--- config.mk ---
export PLATFORM = sky130hd
export DESIGN_NAME = prog_loader
export DESIGN_NICKNAME = d
export VERILOG_FILES = /design/src/rtl/prog_loader.sv
export SDC_FILE = /design/constraint.sdc
export NUM_CORES = 1
export LEC_CHECK = 0
export CAP_MARGIN = 20
export CORE_AREA = 8 8 119 121
export DETAILED_ROUTE_END_ITERATION = 8
export DIE_AREA = 0 0 127 129
export PLACE_DENSITY = 0.93
export SLEW_MARGIN = 10
export SYNTH_ARGS = -nofsm -noshare
export SYNTH_HDL_FRONTEND = slang
export SYNTH_SLANG_ARGS = --single-unit
--- constraint.sdc ---
create_clock -name clk_x -period 6.7 [get_ports clk_x]
set_input_delay 2.01 -clock clk_x [delete_from_list [all_inputs] [get_ports clk_x]]
set_output_delay 2.01 -clock clk_x [all_outputs]
set_load 0.005 [all_outputs]
--- src/rtl/prog_loader.sv ---
// Byte-stream program loader: parses I/D/G command frames from a valid/ready byte
// stream and drives the mips32 load port (mode/w_addr/in_data), then releases the core.
module prog_loader (
    input  logic        clk_x,
    input  logic        rst,
    input  logic [7:0]  rx_data,
    input  logic        rx_valid,
    output logic        rx_ready,
    output logic [1:0]  mode,
    output logic [31:0] w_addr,
    output logic [31:0] in_data,
    output logic        busy,
    output logic        done,
    output logic        err
);

    localparam logic [7:0] CMD_INST = 8'h49;
    localparam logic [7:0] CMD_DATA = 8'h44;
    localparam logic [7:0] CMD_GO   = 8'h47;

    localparam logic [1:0] MODE_RUN  = 2'b00;
    localparam logic [1:0] MODE_DATA = 2'b01;
    localparam logic [1:0] MODE_INST = 2'b10;
    localparam logic [1:0] MODE_HOLD = 2'b11;

    typedef enum logic [2:0] {
        S_IDLE, S_ADDR, S_CNT, S_DATA, S_WRITE, S_CSUM, S_RUN
    } state_t;

    state_t      state_q, state_d;
    logic [1:0]  tgt_q, tgt_d;
    logic [31:0] addr_q, addr_d;
    logic [15:0] cnt_q, cnt_d;
    logic [31:0] word_q, word_d;
    logic [7:0]  csum_q, csum_d;
    logic [1:0]  bcnt_q, bcnt_d;
    logic        err_q, err_d;
    logic        rdy_q, rdy_d;
    logic [1:0]  mode_q, mode_d;
    logic [31:0] waddr_q, waddr_d;
    logic [31:0] wdata_q, wdata_d;
    logic        busy_q, busy_d;
    logic        done_q, done_d;
    logic        take;

    // Core only ever sees a write mode during the single WRITE cycle.
    function automatic logic [1:0] mode_for(input state_t st, input logic [1:0] tgt);
        case (st)
            S_WRITE: mode_for = tgt;
            S_RUN:   mode_for = MODE_RUN;
            default: mode_for = MODE_HOLD;
        endcase
    endfunction

    assign take = rx_valid && rdy_q;

    always_comb begin
        state_d = state_q;
        tgt_d   = tgt_q;
        addr_d  = addr_q;
        cnt_d   = cnt_q;
        word_d  = word_q;
        csum_d  = csum_q;
        bcnt_d  = bcnt_q;
        err_d   = err_q;
        waddr_d = waddr_q;
        wdata_d = wdata_q;

        case (state_q)
            S_IDLE: begin
                if (take) begin
                    if (rx_data == CMD_INST || rx_data == CMD_DATA) begin
                        tgt_d   = (rx_data == CMD_INST) ? MODE_INST : MODE_DATA;
                        csum_d  = 8'h00;
                        bcnt_d  = 2'd0;
                        state_d = S_ADDR;
                    end else if (rx_data == CMD_GO) begin
                        state_d = S_RUN;
                    end else begin
                        err_d = 1'b1;
                    end
                end
            end
            S_ADDR: begin
                if (take) begin
                    addr_d = {addr_q[23:0], rx_data};
                    csum_d = csum_q ^ rx_data;
                    bcnt_d = bcnt_q + 2'd1;
                    if (bcnt_q == 2'd3) state_d = S_CNT;
                end
            end
            S_CNT: begin
                if (take) begin
                    cnt_d  = {cnt_q[7:0], rx_data};
                    csum_d = csum_q ^ rx_data;
                    bcnt_d = bcnt_q + 2'd1;
                    if (bcnt_q == 2'd1) begin
                        bcnt_d  = 2'd0;
                        state_d = ({cnt_q[7:0], rx_data} == 16'd0) ? S_CSUM : S_DATA;
                    end
                end
            end
            S_DATA: begin
                if (take) begin
                    word_d = {word_q[23:0], rx_data};
                    csum_d = csum_q ^ rx_data;
                    bcnt_d = bcnt_q + 2'd1;
                    if (bcnt_q == 2'd3) state_d = S_WRITE;
                end
            end
            S_WRITE: begin
                // cnt_q >= 1 here, so the decrement can never underflow.
                addr_d  = addr_q + 32'd1;
                cnt_d   = cnt_q - 16'd1;
                state_d = (cnt_q == 16'd1) ? S_CSUM : S_DATA;
            end
            S_CSUM: begin
                if (take) begin
                    if (rx_data != csum_q) err_d = 1'b1;
                    state_d = S_IDLE;
                end
            end
            S_RUN:   state_d = S_RUN;
            default: state_d = S_IDLE;
        endcase

        rdy_d  = (state_d inside {S_IDLE, S_ADDR, S_CNT, S_DATA, S_CSUM});
        busy_d = !(state_d inside {S_IDLE, S_RUN});
        done_d = (state_d == S_RUN);
        mode_d = mode_for(state_d, tgt_d);
        if (state_d == S_WRITE) begin
            waddr_d = addr_q;
            wdata_d = word_d;
        end
    end

    always_ff @(posedge clk_x) begin
        if (rst) begin
            state_q <= S_IDLE;
            tgt_q   <= MODE_HOLD;
            addr_q  <= '0;
            cnt_q   <= '0;
            word_q  <= '0;
            csum_q  <= '0;
            bcnt_q  <= '0;
            err_q   <= 1'b0;
            rdy_q   <= 1'b0;
            mode_q  <= MODE_HOLD;
            waddr_q <= '0;
            wdata_q <= '0;
            busy_q  <= 1'b0;
            done_q  <= 1'b0;
        end else begin
            state_q <= state_d;
            tgt_q   <= tgt_d;
            addr_q  <= addr_d;
            cnt_q   <= cnt_d;
            word_q  <= word_d;
            csum_q  <= csum_d;
            bcnt_q  <= bcnt_d;
            err_q   <= err_d;
            rdy_q   <= rdy_d;
            mode_q  <= mode_d;
            waddr_q <= waddr_d;
            wdata_q <= wdata_d;
            busy_q  <= busy_d;
            done_q  <= done_d;
        end
    end

    assign rx_ready = rdy_q;
    assign mode     = mode_q;
    assign w_addr   = waddr_q;
    assign in_data  = wdata_q;
    assign busy     = busy_q;
    assign done     = done_q;
    assign err      = err_q;

endmodule
==> impl_metrics.tcl, run 1 <==
set metrics [dict create \
    cp_data_required_time_ns 7.00 \
    clock-sinks 157 \
    holdPathStages 2 \
    clock.fmax_mhz 233 \
    wl_per_cell_um 17.0 \
    clock_skew_ns 0.0103 \
    worst_skew_pair.late_latency_ns 0.43 \
    vias 6951 \
    pin_count 81 \
    critPathLaunchType "input pin" \
    crit_type "input pin to flop" \
    drtAntennaViolNets 0 \
    gp_congestion 0.856 \
    finalPower_mw 1.97 \
    num_rows 41 \
    slew_violations 0 \
    synth-edff-count 0 \
    grt_pass1_vias 6270 \
    root_buffer "clkbuf_16" \
    rr_startpoint "state_q[0]$_SDFF_PP0_" \
    n_antenna_cell 0 \
    drt_iter0_drc 829 \
    place_area_um2 7890 \
    relSlewSlack 0.386 \
    viasPerCell 6.23 \
    syn_inst 925 \
    drive_above_1_share 0.0725 \
    synth_area_leader_cell "dfxtp_1" \
    grt_pass1_wl_mm 30.4 \
    fin_ws_ns 2.40 \
    cap_violations 0 \
    coreArea_um2 12300 \
    setup_tns_ns 0 \
    cts_resized 0 \
    worst_ep_arrival_time_ns 4.60 \
    cts_setup_buffers 0 \
    clkTransAtPathRegs_ns 0.06 \
    hold_start "w_addr[13]$_SDFFE_PP0N_" \
    synthTopCellsByCount "226 x nand2_1, 157 x dfxtp_1, 137 x a21oi_1, 62 x clkbuf_1, 45 x nor2_1" \
    routed_wl_mm 19.0 \
    yosys_warnings 0 \
    cts_buffers 17 \
    yosys-top-cells-area "dfxtp_1 44%, nand2_1 12%, a21oi_1 9.6%, clkbuf_1 3.3%, nor2_1 2.4%" \
    die_w_um 127 \
    grt_max_degree 80 \
    regToRegEndpoint "w_addr[14]$_SDFFE_PP0N_" \
    die_y_um 129 \
    final_area_um2 8560 \
    path_buf_inv 1 \
    h-tree-depth 4 \
    cts_buffer_depth 2 \
    synth_ff_type "dfxtp_1" \
    power_density_nw_per_um2 230 \
    crit_path_end_kind "flop" \
    reg2reg_slack_ns 3.72 \
    setup_viol 0 \
    finalCoreUtilization 0.695 \
    synthDistinctLibCells 70 \
    worst_path_largest_cell_delay_ns 0.71 \
    r2r_cells 6 \
    ir_worst_vdd_uv 113 \
    crit_chain "clkdlybuf4s50_1, or4b_4, or4_1, a21oi_1, and2_1, a41oi_1" \
    path_depth 6 \
    ys_ff_latch 157 \
    overflow 0 \
    dieArea_um2 16400 \
    hold_violations 0 \
    synth_fp_nets 943 \
    nets 971 \
    outcome "complete, no violations" \
    portBuffers 80 \
    netlist_area_um2 7150 \
    rsz0062_at_grt "no" \
    period_share 0.642 \
    antenna_found_initial 0 \
    dp_slack_ns 1.88 \
    yosysMostFrequentCell "nand2_1" \
    fillCellCount 917 \
    crit_path_top_delay_cell "clkdlybuf4s50_1" \
    critPathLaunch "rx_data[7]" \
    async_flop_share 0 \
    ys_seq_area_frac 0.439 \
    first_pass_iters 5 \
    cp-endpoint "mode[1]$_SDFF_PP1_" \
    areaGrowthSynthToFinish_pct 19.6 \
    cts_tree "yes" \
    crit_fanout 9 \
    synth_top_area_frac 0.439 \
    path_delay_family "simple AND/OR/NAND/NOR gates" \
    place_hpwl_mm 11.9 \
    ctsHoldBuffers 0 \
    worst_pin_slew_ns 0.918 \
    min_period_ns 4.30 \
    drc 0 \
    initial_core_util 0.581 \
    grt.total_usage 0.224 \
    hold_path_class "flop to flop" \
    p_leak_nw 2.77 \
    syn_avg_cell_area_um2 7.73 \
]
## worst min-delay path, cell delays in order (launching register included)
cell	delay, ns
dfxtp_1	0.31
nand2_1	0.05
a21oi_1	0.05
## cell usage in the layout (no fill, tap or decap), types with 6 or more instances in the layout
| cell type | netlist | final |
|---|---|---|
| nand3_1 | 19 | 19 |
| nand3b_1 | 11 | 11 |
| a31oi_1 | 12 | 12 |
| xor2_1 | 8 | 8 |
| clkdlybuf4s50_1 | 0 | 79 |
| nand2_1 | 226 | 225 |
| ha_1 | 7 | 7 |
| nor2_1 | 45 | 45 |
| dfxtp_1 | 157 | 157 |
| nor4_1 | 9 | 9 |
| nor3_1 | 21 | 20 |
| a21oi_1 | 137 | 137 |
| o21ai_0 | 28 | 28 |
| inv_1 | 15 | 15 |
| a311oi_1 | 7 | 7 |
| or3_1 | 8 | 8 |
| and3_1 | 9 | 9 |
| clkbuf_16 | 0 | 17 |
| o211ai_1 | 7 | 7 |
| buf_4 | 1 | 6 |
| a211oi_1 | 10 | 10 |
| nand4_1 | 12 | 12 |
## how the worst min path moves through the flow
stage                               end  slack (ns)
2_1_floorplan  in_data[24]$_SDFFE_PP0N_        0.43
3_3_place_gp   in_data[30]$_SDFFE_PP0N_        0.44
3_5_place_dp    w_addr[13]$_SDFFE_PP0N_        0.45
4_1_cts         w_addr[13]$_SDFFE_PP0N_        0.45
5_1_grt         w_addr[16]$_SDFFE_PP0N_        0.47
6_report        w_addr[13]$_SDFFE_PP0N_        0.45
## layout make-up
type	count	area, um^2	share of cell area
Clock inverter	12	150	0.0175
Tap cell	150	188	0.0219
Timing Repair Buffer	90	927	0.108
Sequential cell	157	3140	0.367
Inverter	15	56.3	0.00658
Clock buffer	19	453	0.0529
Multi-Input combinational cell	672	3640	0.425
## routing by layer
metal  part of all wire  vias to the layer above  GRT usage
met5                  0                        -          0
met4              0.020                        0     0.0931
met3              0.080                       43     0.0459
met2               0.48                      322      0.370
met1               0.42                     3270      0.280
li1                   -                     3316          -
## cell families after synthesis
family	count (synthesis)	synth area share
compound gates	250	0.213
xor+xnor	8	0.00980
fa+ha+maj	7	0.0122
buf+inv	96	0.0537
flops	157	0.439
mux	8	0.0119
simple gates	399	0.259
## stage by stage
stage,cells,hold WS (ns)
global route,1115,0.468
floorplan,925,0.432
finish,1115,0.450
detailed placement,1081,0.445
global placement,1079,0.441
CTS,1112,0.454
## power breakdown
group | switching [mW] | leakage (nW) | internal, mW
clock | 0.410 | 0.291 | 0.578
combinational | 0.0338 | 1.22 | 0.0134
sequential | 0.00163 | 1.26 | 0.934
## sequential cells by signal (all words and copies together), names as in the netlist
register and cells:
addr_q 32, tgt_q 2, w_addr 32, rx_ready 1, mode 2, done 1
busy 1, bcnt_q 2, csum_q 8, cnt_q 16, in_data 32, err 1
state_q 3, word_q 24
No activity file was read; power rests on OpenSTA's default activity.
==> run 2: changes to the inputs <==
CORE_AREA = 8 8 128 130   (was 8 8 119 121)
DIE_AREA = 0 0 136 138   (was 0 0 127 129)
PLACE_DENSITY = 0.85   (was 0.93)
clock period = 3.7 ns   (was 6.7 ns; I/O delays follow)
==> impl_metrics.tcl, run 2 (same netlist as run 1, synthesis figures left out) <==
set metrics [dict create \
    rsz0062_at_grt "no" \
    routed_wl_mm 18.7 \
    die_y_um 138 \
    critPathLaunchType "input pin" \
    ir_worst_vdd_uv 338 \
    cts_buffers 17 \
    areaGrowthSynthToFinish_pct 20.8 \
    clock-sinks 157 \
    outcome "complete, no violations" \
    hold_violations 0 \
    antenna_found_initial 0 \
    grt.total_usage 0.198 \
    relSlewSlack 0.443 \
    grt_pass1_vias 6347 \
    coreArea_um2 14300 \
    drive_above_1_share 0.0867 \
    power_density_nw_per_um2 397 \
    portBuffers 80 \
    reg2reg_slack_ns 1.20 \
    setup_tns_ns 0 \
    cap_violations 0 \
    critPathLaunch "rx_data[4]" \
    die_w_um 136 \
    cts_buffer_depth 2 \
    clock_skew_ns 0.00702 \
    rr_startpoint "state_q[0]$_SDFF_PP0_" \
    cts_resized 0 \
    cp_data_required_time_ns 4.05 \
    nets 985 \
    ctsHoldBuffers 0 \
    gp_congestion 0.869 \
    pin_count 81 \
    hold_path_class "flop to flop" \
    clock.fmax_mhz 341 \
    layout_commonest_cell "nand2_1" \
    cts_tree "yes" \
    root_buffer "clkbuf_16" \
    overflow 0 \
    place_hpwl_mm 12.1 \
    crit_type "input pin to flop" \
    stdcell_count 1164 \
    p_leak_nw 2.81 \
    crit_fanout 8 \
    num_rows 44 \
    r2r_cells 7 \
    dp.cells 1132 \
    min_period_ns 2.93 \
    regToRegEndpoint "w_addr[25]$_SDFFE_PP0N_" \
    period_share 0.792 \
    first_pass_iters 6 \
    initial_core_util 0.500 \
    n_antenna_cell 0 \
    slew_violations 0 \
    vias 6921 \
    worst_ep_arrival_time_ns 3.28 \
    drt_iter0_drc 677 \
    crit_path_end_kind "flop" \
    h-tree-depth 4 \
    drc 0 \
    viasPerCell 5.95 \
    grt_pass1_wl_mm 31.0 \
    final_cell_mix "225 x nand2_1, 157 x dfxtp_1, 137 x a21oi_1" \
    cp-endpoint "bcnt_q[0]$_SDFFE_PP0P_" \
    worst_pin_slew_ns 0.829 \
    drtAntennaViolNets 0 \
    dieArea_um2 18800 \
    worst_skew_pair.late_latency_ns 0.43 \
    setup_viol 0 \
    cts_setup_buffers 0 \
    hold_start "word_q[21]$_SDFF_PP0_" \
    clkTransAtPathRegs_ns 0.07 \
    fillCellCount 1227 \
    wl_per_cell_um 16.1 \
    grt_max_degree 65 \
]
-- run 2: cell count changes in the layout (fill, tap and decap cells not counted) --
| cell | before | now |
|---|---|---|
| buf_12 | 1 | 3 |
| buf_16 | 2 | 0 |
| buf_2 | 1 | 0 |
| buf_4 | 6 | 22 |
| buf_6 | 1 | 0 |
| bufinv_16 | 2 | 0 |
| clkinv_2 | 0 | 2 |
| clkinv_4 | 1 | 3 |
| clkinvlp_4 | 2 | 3 |
| inv_6 | 5 | 4 |
| inv_8 | 2 | 1 |
-- run 2: per-layer routing --
metal	vias to the layer above	wire (um)	global-route usage	part of all wire
li1	3348	-	-	-
met3	49	1390	0.0511	0.074
met4	0	472	0.0792	0.025
met5	-	0	0	0
met1	3220	8140	0.255	0.44
met2	304	8700	0.308	0.47
-- run 2: critical path, cell delays in order --
cell and delay [ns]:
clkdlybuf4s50_1 0.47, or4b_4 0.61, a211oi_2 0.20, o31ai_1 0.21
or4_1 0.55, a21oi_1 0.13
-- run 2: report_power, final --
part / internal [mW] / switching (mW) / leakage [nW]
clock: 0.906 / 0.731 / 0.269
sequential: 1.69 / 0.00311 / 1.26
combinational: 0.0314 / 0.0641 / 1.28
total: 2.63 / 0.798 / 2.81
-- run 2: cell type report --
cell class / instances / area [um^2] / area share
clock inverter: 13 / 105 / 0.0122
tap: 184 / 230 / 0.0266
timing repair buffer: 104 / 1020 / 0.118
multi-input combinational: 672 / 3640 / 0.421
inverter: 15 / 56.3 / 0.00652
sequential: 157 / 3140 / 0.364
clock buffer: 19 / 453 / 0.0524
-- run 2: worst min-delay path by stage --
stage | slack [ns] | endpoint | cells after the start
final | 0.45 | in_data[29]$_SDFFE_PP0N_ | 2
after global routing | 0.47 | in_data[2]$_SDFFE_PP0N_ | 2
after CTS | 0.45 | in_data[29]$_SDFFE_PP0N_ | 2
after detailed placement | 0.44 | in_data[29]$_SDFFE_PP0N_ | 2
after global placement | 0.44 | in_data[30]$_SDFFE_PP0N_ | 2
after floorplan | 0.43 | in_data[24]$_SDFFE_PP0N_ | 2
-- run 2: through the flow --
stage	total power [mW]	hold slack, ns	area (um^2)	setup WS (ns)	util
5_1_grt	3.53	0.473	8640	0.662	0.604
2_1_floorplan	1.79	0.432	7150	0.847	-
3_3_place_gp	1.83	0.442	8080	0.383	0.565
3_5_place_dp	1.83	0.442	8080	0.382	0.565
4_1_cts	3.44	0.451	8640	0.818	0.604
6_report	3.43	0.453	8640	0.769	0.604
